[config.mk]
export PLATFORM = sky130hd
export DESIGN_NAME = pipelined_cla_adder_flat
export DESIGN_NICKNAME = d
export VERILOG_FILES = /design/src/rtl/pipelined_cla_adder_if.sv /design/src/rtl/pipelined_cla_adder.sv /design/src/flat_wrapper.sv
export SDC_FILE = /design/constraint.sdc
export NUM_CORES = 1
export LEC_CHECK = 0
export ABC_AREA = 0
export CAP_MARGIN = 10
export CORE_MARGIN = 5
export CORE_UTILIZATION = 53
export DETAILED_ROUTE_END_ITERATION = 12
export HOLD_SLACK_MARGIN = 0.12
export PLACE_DENSITY_LB_ADDON = 0.1
export REMOVE_ABC_BUFFERS = 1
export SETUP_SLACK_MARGIN = 0.1
export SLEW_MARGIN = 20
export SYNTH_ARGS = -nofsm -noshare
export SYNTH_HDL_FRONTEND = slang
export SYNTH_SLANG_ARGS = --single-unit
[constraint.sdc]
create_clock -name Clk -period 2.2 [get_ports Clk]
set_input_delay 0.55 -clock Clk [delete_from_list [all_inputs] [get_ports Clk]]
set_output_delay 0.55 -clock Clk [all_outputs]
set_load 0.005 [all_outputs]
[src/rtl/pipelined_cla_adder_if.sv]
// Operand/result handshake bundle for pipelined_cla_adder.
// master = producer/consumer side, slave = the adder.
interface pipelined_cla_adder_if #(
  parameter int unsigned WIDTH = 16
);
  logic             in_valid;
  logic             in_ready;
  logic [WIDTH-1:0] A;
  logic [WIDTH-1:0] B;
  logic             cin;
  logic             sub;
  logic             out_valid;
  logic             out_ready;
  logic [WIDTH-1:0] S;
  logic             cout;
  logic             ovf;
  logic [2:0]       nzp;

  modport master (
    output in_valid, A, B, cin, sub, out_ready,
    input  in_ready, out_valid, S, cout, ovf, nzp
  );

  modport slave (
    input  in_valid, A, B, cin, sub, out_ready,
    output in_ready, out_valid, S, cout, ovf, nzp
  );
endinterface

[src/rtl/pipelined_cla_adder.sv]
// Pipelined carry-lookahead adder/subtractor with valid/ready backpressure.
// Define CLA_NZP_EN to register LC-3 NZP condition codes with the result.
module pipelined_cla_adder #(
  parameter int unsigned WIDTH            = 16,
  parameter int unsigned GROUP            = 4,
  parameter int unsigned GROUPS_PER_STAGE = 2
) (
  input  logic                  Clk,
  input  logic                  Reset,
  pipelined_cla_adder_if.slave  bus
);

  localparam int unsigned NG = WIDTH / GROUP;
  localparam int unsigned L  = NG / GROUPS_PER_STAGE;
  localparam int unsigned IW = (WIDTH > 1) ? $clog2(WIDTH) : 1;

  // Slot 0 captures the accepted operands; slot s+1 holds the result of stage s.
  typedef struct packed {
    logic [WIDTH-1:0] a;
    logic [WIDTH-1:0] bx;
    logic [WIDTH-1:0] sum;
    logic             c;
    logic             ovf;
  } stage_t;

  stage_t     stg_q [L+1];
  stage_t     stg_d [L+1];
  logic [L:0] vld_q;
  logic [L:0] vld_d;
  logic       en;
  logic       in_ready;

  assign en       = ~vld_q[L] | bus.out_ready;
  assign in_ready = en & ~Reset;

  always_comb begin : comb_next
    stage_t          cur;
    logic            c;
    logic            gg;
    logic            pp;
    logic            gb;
    logic            pb;
    logic [IW-1:0]   bi;
    stg_d = stg_q;
    vld_d = vld_q;
    cur   = '0;
    c     = 1'b0;
    gg    = 1'b0;
    pp    = 1'b0;
    gb    = 1'b0;
    pb    = 1'b0;
    bi    = '0;
    if (en) begin
      for (int unsigned s = 0; s <= L; s++) begin
        if (s == 0) begin
          vld_d[0] = bus.in_valid & in_ready;
          cur      = '0;
          cur.a    = bus.A;
          cur.bx   = bus.sub ? ~bus.B : bus.B;
          cur.c    = bus.sub | bus.cin;
        end else begin
          vld_d[s] = vld_q[s-1];
          cur      = stg_q[s-1];
          c        = cur.c;
          // Bit carries are lookahead prefixes off the group carry-in; the
          // group carry-out is G | P&cin, so groups chain on G/P only.
          for (int unsigned gi = 0; gi < GROUPS_PER_STAGE; gi++) begin
            gg = 1'b0;
            pp = 1'b1;
            for (int unsigned j = 0; j < GROUP; j++) begin
              bi          = IW'(((s - 1) * GROUPS_PER_STAGE + gi) * GROUP + j);
              gb          = cur.a[bi] & cur.bx[bi];
              pb          = cur.a[bi] ^ cur.bx[bi];
              cur.sum[bi] = pb ^ (gg | (pp & c));
              gg          = gb | (pb & gg);
              pp          = pp & pb;
            end
            c = gg | (pp & c);
          end
          cur.c = c;
          if (s == L) begin
            cur.ovf = (cur.a[WIDTH-1] == cur.bx[WIDTH-1]) &
                      (cur.sum[WIDTH-1] != cur.a[WIDTH-1]);
          end
        end
        // Bubbles advance the valid bit only, so S holds the last result.
        if (vld_d[s]) begin
          stg_d[s] = cur;
        end
      end
    end
  end

  always_ff @(posedge Clk) begin
    if (Reset) begin
      vld_q <= '0;
      for (int unsigned s = 0; s <= L; s++) begin
        stg_q[s] <= '0;
      end
    end else begin
      vld_q <= vld_d;
      stg_q <= stg_d;
    end
  end

`ifdef CLA_NZP_EN
  logic [2:0] nzp_q;
  logic [2:0] nzp_d;

  always_comb begin
    nzp_d = nzp_q;
    if (en && vld_d[L]) begin
      nzp_d = {stg_d[L].sum[WIDTH-1],
               stg_d[L].sum == '0,
               ~stg_d[L].sum[WIDTH-1] & (|stg_d[L].sum)};
    end
  end

  always_ff @(posedge Clk) begin
    if (Reset) begin
      nzp_q <= '0;
    end else begin
      nzp_q <= nzp_d;
    end
  end

  assign bus.nzp = nzp_q;
`else
  assign bus.nzp = '0;
`endif

  assign bus.in_ready  = in_ready;
  assign bus.out_valid = vld_q[L];
  assign bus.S         = stg_q[L].sum;
  assign bus.cout      = stg_q[L].c;
  assign bus.ovf       = stg_q[L].ovf;

endmodule
[src/flat_wrapper.sv]
// flat-port wrapper written by rule: the top's interface ports become plain ports
module pipelined_cla_adder_flat 
#(
  parameter int unsigned WIDTH            = 16,
  parameter int unsigned GROUP            = 4,
  parameter int unsigned GROUPS_PER_STAGE = 2
)
  (Clk, Reset, bus_in_valid, bus_A, bus_B, bus_cin, bus_sub, bus_out_ready, bus_in_ready, bus_out_valid, bus_S, bus_cout, bus_ovf, bus_nzp);
  pipelined_cla_adder_if #(.WIDTH(WIDTH)) bus_i ();
  input  logic Clk;
  input  logic Reset;
  input wire logic [$bits(bus_i.in_valid)-1:0] bus_in_valid;
  input wire logic [$bits(bus_i.A)-1:0] bus_A;
  input wire logic [$bits(bus_i.B)-1:0] bus_B;
  input wire logic [$bits(bus_i.cin)-1:0] bus_cin;
  input wire logic [$bits(bus_i.sub)-1:0] bus_sub;
  input wire logic [$bits(bus_i.out_ready)-1:0] bus_out_ready;
  output wire logic [$bits(bus_i.in_ready)-1:0] bus_in_ready;
  output wire logic [$bits(bus_i.out_valid)-1:0] bus_out_valid;
  output wire logic [$bits(bus_i.S)-1:0] bus_S;
  output wire logic [$bits(bus_i.cout)-1:0] bus_cout;
  output wire logic [$bits(bus_i.ovf)-1:0] bus_ovf;
  output wire logic [$bits(bus_i.nzp)-1:0] bus_nzp;
  assign bus_i.in_valid = bus_in_valid;
  assign bus_i.A = bus_A;
  assign bus_i.B = bus_B;
  assign bus_i.cin = bus_cin;
  assign bus_i.sub = bus_sub;
  assign bus_i.out_ready = bus_out_ready;
  assign bus_in_ready = bus_i.in_ready;
  assign bus_out_valid = bus_i.out_valid;
  assign bus_S = bus_i.S;
  assign bus_cout = bus_i.cout;
  assign bus_ovf = bus_i.ovf;
  assign bus_nzp = bus_i.nzp;
  pipelined_cla_adder #(.WIDTH(WIDTH), .GROUP(GROUP), .GROUPS_PER_STAGE(GROUPS_PER_STAGE)) u_core (.Clk(Clk), .Reset(Reset), .bus(bus_i));
endmodule
# Word-level counts from Yosys, hierarchy flattened
# Cells that the tools add are included.
[totals]
reg_bits = 95
latchBits = 0
mem_bits_rw = 0
romBits = 0
in_bits = 38
output_inout_bits = 23
memories = 0
[op_classes]
n_addsub = 0
mul = 0
div = 0
magnitude_cmp = 0
eq_ne = 2
shift = 0
mux = 4
bitwise_logic = 124
n_reduce_logical = 3
[op_table]
columns = ["operator", "count"]
rows = [
  ["$and 1x1->1", 59],
  ["$xor 1x1->1", 32],
  ["$or 1x1->1", 30],
  ["$mux 16", 1],
  ["$not 16->16", 1],
  ["$reduce_and 2->1", 3],
  ["$mux 1", 3],
  ["$not 1->1", 2],
  ["$eq 1x1->1", 1],
  ["$ne 1x1->1", 1],
]

# Longest topological paths before layout
# Gate-level depths: netlist (run 1).
[logic_depth]
ltp_word = 13
depth_mapped = 7

# Least setup slack after synthesis (run 1)
# OpenSTA, ideal clock, no wires.
[synth_timing]
kind = "register -> register"
start = "reg u_core.stg_q[78] (netlist bit)"
end = "reg u_core.stg_q (netlist bit u_core.bus.S[13])"
setup_time_ns = 0.086
arrival_time_ns = 1.849
required_ns = 2.114
slack_ns = 0.266
stages_incl_launch_ff = 8
path_buffers = 0
path_cell_list = "dfxtp_1 -> ha_1 -> a21o_1 -> a21oi_2 -> nand2_1 -> fa_1 -> xnor2_1 -> a211oi_1"
[synth_between]
elab_chain_cells = 9
elab_cells_between_ends = 13
cone_classes = "13 x bitwise"
[synth_rtl]
columns = ["item", "line", "source"]
rows = [
  ["start: declaration", "pipelined_cla_adder.sv:26", "stage_t stg_q [L+1];"],
  ["start signal: assignment", "pipelined_cla_adder.sv:102", "stg_q <= stg_d;"],
  ["$xor 1x1->1", "pipelined_cla_adder.sv:73", "pb = cur.a[bi] ^ cur.bx[bi];"],
  ["$and 1x1->1", "pipelined_cla_adder.sv:75", "gg = gb | (pb & gg);"],
  ["$or 1x1->1", "pipelined_cla_adder.sv:75", ""],
  ["$and 1x1->1", "pipelined_cla_adder.sv:75", ""],
  ["$or 1x1->1", "pipelined_cla_adder.sv:75", ""],
  ["$or 1x1->1 *", "pipelined_cla_adder.sv:78", "c = gg | (pp & c);"],
  ["$and 1x1->1 *", "pipelined_cla_adder.sv:74", "cur.sum[bi] = pb ^ (gg | (pp & c));"],
  ["$or 1x1->1 *", "pipelined_cla_adder.sv:74", ""],
  ["$xor 1x1->1 *", "pipelined_cla_adder.sv:74", ""],
]
# Mark *: on every way between the ends. The rest lies on a longest branch, timed or not.
# A chain may end at the register's enable or synchronous reset.

# Final worst setup path (run 1)
[layout_timing]
start = "reg u_core.stg_q[120] (netlist bit)"
end = "reg u_core.stg_q[57] (netlist bit)"
# The elaborated chain is that of the path after synthesis.

==> flow_summary.json, run 1 <==
{
  "dp_hpwl_um": 5430,
  "seq_power_share": 0.475,
  "hp-class": "reg -> reg",
  "cp-startpoint": "u_core.stg_q[120]",
  "pin_count": 61,
  "ys_async_sr_fraction": 0,
  "start_util": 0.550,
  "grt_max_degree": 90,
  "maxCapViolCount": 0,
  "port_buffers": 57,
  "ys_seq_area_frac": 0.419,
  "grt_pass1_wl_um": 13200,
  "place_congestion": 0.817,
  "p_leak_nw": 1.81,
  "slowest_stage": "fa_1",
  "synthXorXnorAreaFrac": 0.0533,
  "critPathRequiredTime_ns": 2.46,
  "cp-end-kind": "register",
  "clockRootBuffer": "clkbuf_8",
  "num_rows": 30,
  "clk_pin_slew_worst_paths_ns": 0.07,
  "p_int_mw": 2.54,
  "htree_levels": 3,
  "final_common_cell": "nand2_1",
  "drive_above_1_share": 0.0996,
  "fill_cells": 582,
  "synth_mux_area_frac": 0.00298,
  "drt_iter0_markers": 116,
  "p_clk_frac": 0.397,
  "area_growth_pct": 22.7,
  "drt-wirelength-per-cell_um": 13.5,
  "critPathKind": "reg -> reg",
  "r2r_slack_ns": 0.21,
  "synth_area_leaders": "dfxtp_1 42%, nand2_1 9.9%, nand3b_1 7.4%, a21oi_1 5.3%, ha_1 5.3%",
  "ff2ff_path_depth": 7,
  "critical_path.max_fanout": 4,
  "yosys.area_share.simple": 0.237,
  "postCtsSetupBuffers": 0,
  "max_stage_delay_ns": 0.44,
  "layout.nets": 536,
  "die-area_um2": 8920,
  "p_comb_frac": 0.128,
  "grt-ovfl-total": 0,
  "synth_fa_ha_area_frac": 0.0742,
  "powerDensity_nw_per_um2": 707,
  "swShare": 0.226,
  "drc": 0,
  "synth_area_um2": 3780,
  "yosysTopAreaCellShare": 0.419,
  "slew_viol_final": 0,
  "synth_cell_types": 45,
  "grt_pass1_vias": 2851,
  "diodes": 0,
  "rsz0062_at_grt": "true",
  "status": "complete, no violations",
  "placed_area_um2": 4350,
  "worstSkewPairLatency_ns": 0.34,
  "finalSetupTns_ns": 0,
  "first_pass_iters": 4,
  "worst_setup_path_start_kind": "register",
  "synth_top_family_by_area": "simple AND/OR/NAND/NOR gates",
  "clock-sinks": 79,
  "syn_avg_cell_area_um2": 8.63,
  "die_h_um": 94.4,
  "period_share": 0.903,
  "totalWireLength_um": 7790,
  "ant_nets": 0,
  "synth_enable_flop_cells": 0,
  "grt_usage": 0.189,
  "rr_startpoint": "u_core.stg_q[120]",
  "worstHoldPathCells": 2,
  "die_w_um": 94.4,
  "synth_compound_area_frac": 0.132,
  "syn_inst": 438,
  "core_area_um2": 6870,
  "netSwitchingPower_mw": 0.741,
  "finalHoldViolCount": 0,
  "period_needed_ns": 1.99,
  "ys.flop_type": "dfxtp_1",
  "stdcell_area_um2": 4640,
  "peakVddDrop_uv": 382,
  "yosys_warnings": 0,
  "final_cell_mix": "99 x nand2_1, 79 x dfxtp_1, 55 x clkdlybuf4s50_1, 40 x a21oi_1, 37 x nand3b_1",
  "cp_top_family": "adder cells",
  "cts_tree": "yes",
  "crit_arrival_ns": 2.24,
  "yosysTopAreaCell": "dfxtp_1",
  "crit_chain": "ha_4, a21o_1, a21oi_4, nand2_1, fa_1, xnor2_1, a211oi_1",
  "fin_skew_ns": 0.00996,
  "crit_cells": 7,
  "synth-seq-cells": 79,
  "crit_buf_inv": 0,
  "setup_viol": 0,
  "hp-start": "u_core.stg_q[126]",
  "fmax_mhz": 503,
  "cts_hold_buf": 0,
  "p_total_mw": 3.28,
  "avgViaCountPerCell": 5.16,
  "cts_buffer_depth": 2,
  "antenna_found_initial": 0,
  "cts_made_buffers": 9,
  "vias": 2981
}
[per-layer routing]
metal | part of all wire | vias to the layer above | global-route usage
met5 | 0 | - | 0
met4 | 0.021 | 0 | 0.0818
met3 | 0.051 | 12 | 0.0335
met2 | 0.45 | 66 | 0.301
met1 | 0.48 | 1374 | 0.250
li1 | - | 1529 | -
[logic make-up after synthesis]
group | count (synthesis)
simple gates | 178
compound gates | 82
flops | 79
buf+inv | 54
xor+xnor | 23
fa+ha+maj | 20
other cells | 1
mux | 1
[Yosys cell counts (2+ instances only)]
library cell and number:
nand2_1 100, dfxtp_1 79, a21oi_1 40, nand3b_1 37, buf_4 20, xnor2_1 20, o21ai_0 17, ha_1 16
clkbuf_1 13, nor2_1 11, buf_2 10, inv_1 8, a21o_1 6, a211oi_1 5, nand3_1 5, nor3_1 5
fa_1 4, and2_1 3, xor2_1 3, a211oi_2 2, a21oi_2 2, buf_6 2, nand2_2 2, nand4_1 2
nand4b_1 2, o211ai_1 2, o21ai_1 2, or3_1 2, or4_1 2
[worst paths after layout]
check                      to
max          u_core.stg_q[57]
max reg2reg  u_core.stg_q[57]
min reg2reg  u_core.stg_q[76]
min          u_core.stg_q[76]
[metrics by stage]
| step | util | cells | hold slack (ns) | setup slack [ns] |
|---|---|---|---|---|
| after CTS | 0.669 | 578 | 0.456 | 0.102 |
| after detailed placement | 0.634 | 563 | 0.444 | -0.163 |
| final | 0.675 | 578 | 0.455 | 0.212 |
| after global routing | 0.675 | 578 | 0.470 | 0.0639 |
| after global placement | 0.634 | 563 | 0.436 | -0.135 |
| after floorplan | - | 394 | 0.426 | 0.236 |
[power groups by stage]
stage / clock (mW) / sequential (mW) / combinational (mW)
floorplan: 0 / 1.58 / 0.218
global route: 1.40 / 1.57 / 0.469
detailed placement: 0 / 1.59 / 0.413
global placement: 0 / 1.58 / 0.404
CTS: 1.33 / 1.56 / 0.416
finish: 1.30 / 1.56 / 0.418
[sequential cells by signal, indices dropped and copies added, names as in the netlist]
signal / count
u_core.vld_q: 3
u_core.stg_q: 58
u_core.bus.cout: 1
u_core.bus.ovf: 1
u_core.bus.S: 16
[layout make-up]
| type | instances | area (um^2) | area share |
|---|---|---|---|
| clock inverters | 3 | 90.1 | 0.0194 |
| inverters | 8 | 30.0 | 0.00648 |
| multi-input cells | 307 | 1940 | 0.419 |
| clock buffers | 12 | 155 | 0.0335 |
| well taps | 96 | 120 | 0.0259 |
| repair buffers | 73 | 718 | 0.155 |
| flip-flops and latches | 79 | 1580 | 0.341 |
[worst reg2reg max path, stage by stage (launching register included)]
cell and delay [ns]:
dfxtp_1 0.39, ha_4 0.23, a21o_1 0.20, a21oi_4 0.18
nand2_1 0.10, fa_1 0.44, xnor2_1 0.14, a211oi_1 0.22
[timing repair]
action / CTS / global route
pin swaps: 0 / 1
resized for setup: 1 / 7
endpoints found under the setup margin: 1 / 3
endpoints found under the hold margin: 0 / 0
(Power assumes the default switching activity.)
==> run 2, diff against run 1 <==
CORE_UTILIZATION = 48   (was 53)
clock period = 1.8 ns   (was 2.2 ns; I/O delays follow)
==> flow_summary.json, run 2 (synthesized netlist as in run 1, its figures left out) <==
{
  "port_buffers": 57,
  "powerDensity_nw_per_um2": 793,
  "ant_nets": 0,
  "grt_max_degree": 47,
  "diodes": 0,
  "crit_arrival_ns": 2.05,
  "drt_iter0_markers": 89,
  "die_h_um": 98.7,
  "area_growth_pct": 30.1,
  "worstHoldPathCells": 2,
  "largest_register_ff_count": 58,
  "antenna_found_initial": 0,
  "place_congestion": 0.772,
  "r2r_slack_ns": 0.02,
  "crit_buf_inv": 0,
  "start_util": 0.492,
  "hp-start": "u_core.stg_q[126]",
  "regMostFlops": "u_core.stg_q",
  "setup_viol": 0,
  "seq_power_share": 0.490,
  "peakVddDrop_uv": 412,
  "ff2ff_path_depth": 7,
  "layout.nets": 555,
  "pre_cts_slack_ns": -0.384,
  "fill_cells": 662,
  "cts_buffer_depth": 2,
  "maxCapViolCount": 0,
  "cts_made_buffers": 9,
  "drc": 0,
  "p_leak_nw": 1.89,
  "clock-sinks": 79,
  "fin_ws_ns": 0.0219,
  "drive_above_1_share": 0.199,
  "swShare": 0.250,
  "first_pass_iters": 4,
  "rr_startpoint": "u_core.stg_q[94]",
  "p_clk_frac": 0.365,
  "drt-wirelength-per-cell_um": 13.9,
  "core_area_um2": 7690,
  "netSwitchingPower_mw": 0.972,
  "p_total_mw": 3.90,
  "final_cell_mix": "98 x nand2_1, 66 x dfxtp_1, 54 x clkdlybuf4s50_1, 37 x nand3b_1, 35 x a21oi_1",
  "vias": 3096,
  "final_common_cell": "nand2_1",
  "grt_pass1_wl_um": 13800,
  "critPathKind": "reg -> reg",
  "fmax_mhz": 562,
  "die_w_um": 98.7,
  "grt_usage": 0.174,
  "grt-ovfl-total": 0,
  "clk_pin_slew_worst_paths_ns": 0.08,
  "num_rows": 32,
  "totalWireLength_um": 8380,
  "p_comb_frac": 0.145,
  "avgViaCountPerCell": 5.13,
  "worstSkewPairLatency_ns": 0.35,
  "status": "complete, no violations",
  "pin_count": 61,
  "cp_top_family": "adder cells",
  "critPathRequiredTime_ns": 2.07,
  "cp-end-kind": "register",
  "crit_chain": "ha_4, a21o_1, a21oi_2, nand2_2, fa_2, xnor2_2, a211oi_2",
  "hp-class": "reg -> reg",
  "rsz0062_at_grt": "true",
  "hold_path_end": "u_core.stg_q[76]",
  "die-area_um2": 9750,
  "grt_pass1_vias": 2997,
  "htree_levels": 3,
  "cts_tree": "yes",
  "period_share": 0.988,
  "dp_hpwl_um": 5810,
  "p_int_mw": 2.92,
  "rr_endpoint": "u_core.bus.S[13]",
  "slowest_stage": "fa_2",
  "worst_setup_path_start_kind": "register",
  "finalHoldViolCount": 0,
  "period_needed_ns": 1.78,
  "slew_viol_final": 0,
  "fin_skew_ns": 0.0162,
  "clockRootBuffer": "clkbuf_8",
  "cts_hold_buf": 0,
  "critical_path.max_fanout": 2,
  "max_stage_delay_ns": 0.37
}
-- run 2: changes by cell type in the layout (fill, tap and decap cells not counted), sizes merged --
cell and change:
clkinv +2, bufinv -1, clkbuf -3, clkinvlp +2, buf +19, clkdlybuf4s50 -1
dlygate4sd2 +1, clkdlybuf4s15 +1
-- run 2: area by class of cell --
cell class / count / area [um^2] / area share
Multi-Input combinational cell: 307 / 2060 / 0.418
Sequential cell: 79 / 1600 / 0.325
Clock buffer: 10 / 128 / 0.0260
Clock inverter: 6 / 85.1 / 0.0173
Timing Repair Buffer: 92 / 891 / 0.181
Tap cell: 102 / 128 / 0.0260
Inverter: 8 / 30.0 / 0.00611
-- run 2: how the worst max path moves through the flow --
stage	depth (start not counted)	slack [ns]	endpoint	startpoint
floorplan	7	-0.13	u_core.bus.S[13]	u_core.stg_q[78]
finish	7	0.02	u_core.bus.S[13]	u_core.stg_q[94]
global route	7	-0.04	u_core.bus.S[13]	u_core.stg_q[94]
detailed placement	4	-0.38	bus_in_ready	bus_out_ready
CTS	7	0.01	u_core.bus.S[13]	u_core.stg_q[94]
global placement	4	-0.34	bus_in_ready	bus_out_ready
-- run 2: stage by stage --
step	setup TNS (ns)	std cells	util	cell area [um^2]	hold slack (ns)
global route	-0.0732	604	0.639	4910	0.473
detailed placement	-9.14	587	0.588	4520	0.446
floorplan	-0.806	394	-	3510	0.426
global placement	-6.00	587	0.588	4520	0.439
finish	0	604	0.639	4910	0.451
CTS	0	604	0.629	4830	0.453
-- run 2: repair_timing --
action                                  4_1_cts  5_1_grt
buffers inserted                              4        1
pin swaps                                    25        5
endpoints found under the setup margin        9       15
gates resized for setup                      25       19
-- run 2: power groups by stage --
stage,Combinational (mW),Clock [mW],Sequential [mW]
3_5_place_dp,0.543,0,1.94
6_report,0.566,1.42,1.91
5_1_grt,0.629,1.53,1.92
4_1_cts,0.557,1.44,1.91
2_1_floorplan,0.266,0,1.93
3_3_place_gp,0.531,0,1.94
-- run 2: worst reg2reg max path: cells and delay by family, from the launching register on --
kind / cells / cell delay (ns)
AO/OA/AOI/OAI: 3 / 0.51
XOR/XNOR: 1 / 0.15
adder cells (fa/ha/maj): 2 / 0.61
flip-flops: 1 / 0.34
AND/OR/NAND/NOR: 1 / 0.10
-- run 2: metal layers --
metal	global-route usage	part of all wire	vias to the layer above	wire (um)
met5	0	0	-	0
met4	0.0588	0.014	0	115
met3	0.0368	0.039	12	327
met2	0.282	0.47	59	3940
met1	0.232	0.48	1455	3990
li1	-	-	1570	-
==> run 3, diff against run 2 <==
ABC_AREA = 1   (was 0)
==> flow_summary.json, run 3 <==
{
  "cts_buffer_depth": 2,
  "seq_area_um2": 1590,
  "slew_viol_final": 0,
  "fin_skew_ns": 0.0138,
  "top_layer": "met4",
  "status": "finished, violations left",
  "grt-ovfl-total": 0,
  "ant_nets": 0,
  "ys.flop_type": "dfxtp_1",
  "drive_above_1_share": 0.156,
  "finalSetupTns_ns": -0.00400,
  "clockRootBuffer": "clkbuf_8",
  "hold_path_end": "u_core.stg_q[97]",
  "yosysTopAreaCell": "dfxtp_1",
  "clock-sinks": 79,
  "hp-class": "reg -> reg",
  "rr_endpoint": "u_core.stg_q[56]",
  "synth_area_leaders": "dfxtp_1 43%, o21ai_0 7.8%, nor2_1 6.5%, ha_1 5.4%, buf_4 4.9%",
  "synth_enable_flop_cells": 0,
  "layout.nets": 573,
  "worstSkewPairLatency_ns": 0.35,
  "syn_inst": 463,
  "core_area_um2": 7650,
  "vias": 2997,
  "critical_path.max_fanout": 2,
  "grt_pass1_wl_um": 13100,
  "pin_count": 61,
  "p_clk_frac": 0.323,
  "drt-wirelength-per-cell_um": 12.3,
  "r2r_slack_ns": -0.004,
  "crit_buf_inv": 2,
  "maxCapViolCount": 0,
  "start_util": 0.485,
  "p_leak_nw": 2.06,
  "fin_ws_ns": -0.00400,
  "area_growth_pct": 26.8,
  "avgViaCountPerCell": 4.82,
  "swShare": 0.266,
  "fmax_mhz": 554,
  "yosys_warnings": 0,
  "cts_tree": "yes",
  "max_stage_delay_ns": 0.44,
  "dp_hpwl_um": 5130,
  "place_congestion": 0.808,
  "critPathRequiredTime_ns": 2.03,
  "cts_made_buffers": 9,
  "yosysTopAreaCellShare": 0.426,
  "slowest_stage": "fa_2",
  "multi_input_area_um2": 1800,
  "antenna_found_initial": 0,
  "final_common_cell": "dfxtp_1",
  "crit_arrival_ns": 2.04,
  "setup_viol": 1,
  "regMostFlops": "u_core.stg_q",
  "clk_pin_slew_worst_paths_ns": 0.09,
  "netSwitchingPower_mw": 1.05,
  "syn_avg_cell_area_um2": 8.02,
  "critPathKind": "reg -> reg",
  "totalWireLength_um": 7620,
  "die_w_um": 97.9,
  "final_cells": 622,
  "htree_levels": 3,
  "ys_async_sr_fraction": 0,
  "synth-seq-cells": 79,
  "grt_max_degree": 50,
  "drt_iter0_markers": 128,
  "dr_wl_met3_um": 315,
  "place_inst": 600,
  "synth_cell_types": 30,
  "rsz0062_at_grt": "true",
  "worstHoldPathCells": 2,
  "cts_hold_buf": 0,
  "crit_chain": "ha_4, buf_6, inv_4, nor3_4, nand3_2, nand3_2, fa_2, nor2_1, nor2_1",
  "cp-end-kind": "register",
  "synth_area_um2": 3710,
  "cp_top_family": "adder cells",
  "grt_usage": 0.165,
  "first_pass_iters": 4,
  "num_rows": 32,
  "period_needed_ns": 1.80,
  "met2_length_um": 3560,
  "peakVddDrop_uv": 415,
  "violations": "setup timing",
  "final_cell_mix": "73 x dfxtp_1, 61 x nor2_1, 58 x o21ai_0, 54 x clkdlybuf4s50_1, 40 x nand2_1",
  "port_buffers": 57,
  "ff2ff_path_depth": 9,
  "die_h_um": 97.9,
  "worst_setup_path_start_kind": "register",
  "p_comb_frac": 0.180,
  "die-area_um2": 9590,
  "wl_met1_um": 3670,
  "grt_pass1_vias": 2948,
  "powerDensity_nw_per_um2": 836,
  "ys_seq_area_frac": 0.426,
  "yosysMostFrequentCell": "dfxtp_1",
  "p_int_mw": 2.89,
  "period_share": 1.00,
  "diodes": 0,
  "largest_register_ff_count": 58,
  "finalHoldViolCount": 0,
  "drc": 0,
  "hp-start": "u_core.stg_q[147]",
  "synthTopCellsByCount": "79 x dfxtp_1, 64 x nor2_1, 58 x o21ai_0",
  "rr_startpoint": "u_core.stg_q[135]",
  "seq_power_share": 0.497,
  "fill_cells": 704
}
-- run 3: cell count changes after synthesis, sizes merged, moves of 4 or more --
| cell | previous run | this run |
|---|---|---|
| nand2 | 102 | 48 |
| clkbuf | 13 | 8 |
| a211oi | 7 | 3 |
| inv | 8 | 43 |
| nand3 | 5 | 33 |
| nor3 | 6 | 2 |
| xor2 | 3 | 7 |
| a21oi | 42 | 35 |
| and2 | 4 | 0 |
| nand3b | 37 | 0 |
| nor2 | 12 | 67 |
| a21o | 6 | 0 |
| o21ai | 19 | 59 |
-- run 3: routing by layer --
layer	track usage	up-vias
met5	0	-
li1	-	1569
met2	0.268	54
met4	0.0575	0
met1	0.217	1368
met3	0.0386	6
-- run 3: kinds of logic after synthesis --
logic type / count (synthesis) / synth area share
AOI/OAI and AO/OA: 101 / 0.145
buffers and inverters: 87 / 0.116
and+or+nand+nor: 151 / 0.180
DFF: 79 / 0.426
adders and majority gates: 20 / 0.0755
xor gates and xnor gates: 24 / 0.0566
other: 1 / 0.00101
-- run 3: power groups by stage --
stage	clock network [mW]	registers (mW)	logic (mW)
2_1_floorplan	0	1.97	0.364
3_3_place_gp	0	1.99	0.649
4_1_cts	1.30	1.95	0.693
6_report	1.27	1.95	0.709
5_1_grt	1.38	1.97	0.801
3_5_place_dp	0	1.99	0.664
-- run 3: worst max path at each step --
stage                        to  cells past startpoint               from  slack, ns
2_1_floorplan  u_core.stg_q[76]                      5      bus_out_ready      -0.47
3_3_place_gp       bus_in_ready                      4      bus_out_ready      -0.24
3_5_place_dp       bus_in_ready                      4      bus_out_ready      -0.25
4_1_cts        u_core.stg_q[56]                      9  u_core.stg_q[135]      0.008
5_1_grt        u_core.stg_q[57]                      8  u_core.stg_q[135]      -0.06
6_report       u_core.stg_q[56]                      9  u_core.stg_q[135]     -0.004
-- run 3: worst min-delay path, cell delays in order (launching register included) --
cell	delay, ns
dfxtp_1	0.30
inv_1	0.06
a21oi_1	0.06
-- run 3: area by class of cell --
class,count,share of cell area
clock buffers,11,0.0279
clock inverters,5,0.0125
inverters,44,0.0364
multi-input cells,299,0.382
flip-flops and latches,79,0.337
well taps,102,0.0271
repair buffers,82,0.177
-- run 3: per-stage QoR --
stage | instance area (um^2) | total power [mW] | hold slack (ns) | worst slack [ns] | utilization
after floorplan | 3450 | 2.34 | 0.432 | -0.472 | -
after global placement | 4360 | 2.63 | 0.441 | -0.237 | 0.570
after detailed placement | 4360 | 2.65 | 0.446 | -0.248 | 0.570
after CTS | 4620 | 3.95 | 0.450 | 0.00798 | 0.605
after global routing | 4710 | 4.15 | 0.483 | -0.0649 | 0.616
final | 4710 | 3.94 | 0.449 | -0.00400 | 0.616
-- run 3: what timing repair did --
action,CTS,global route
setup buffers,4,3
gates resized for setup,12,20
cloned,0,0
pin swaps,14,9
setup endpoints to repair,6,15
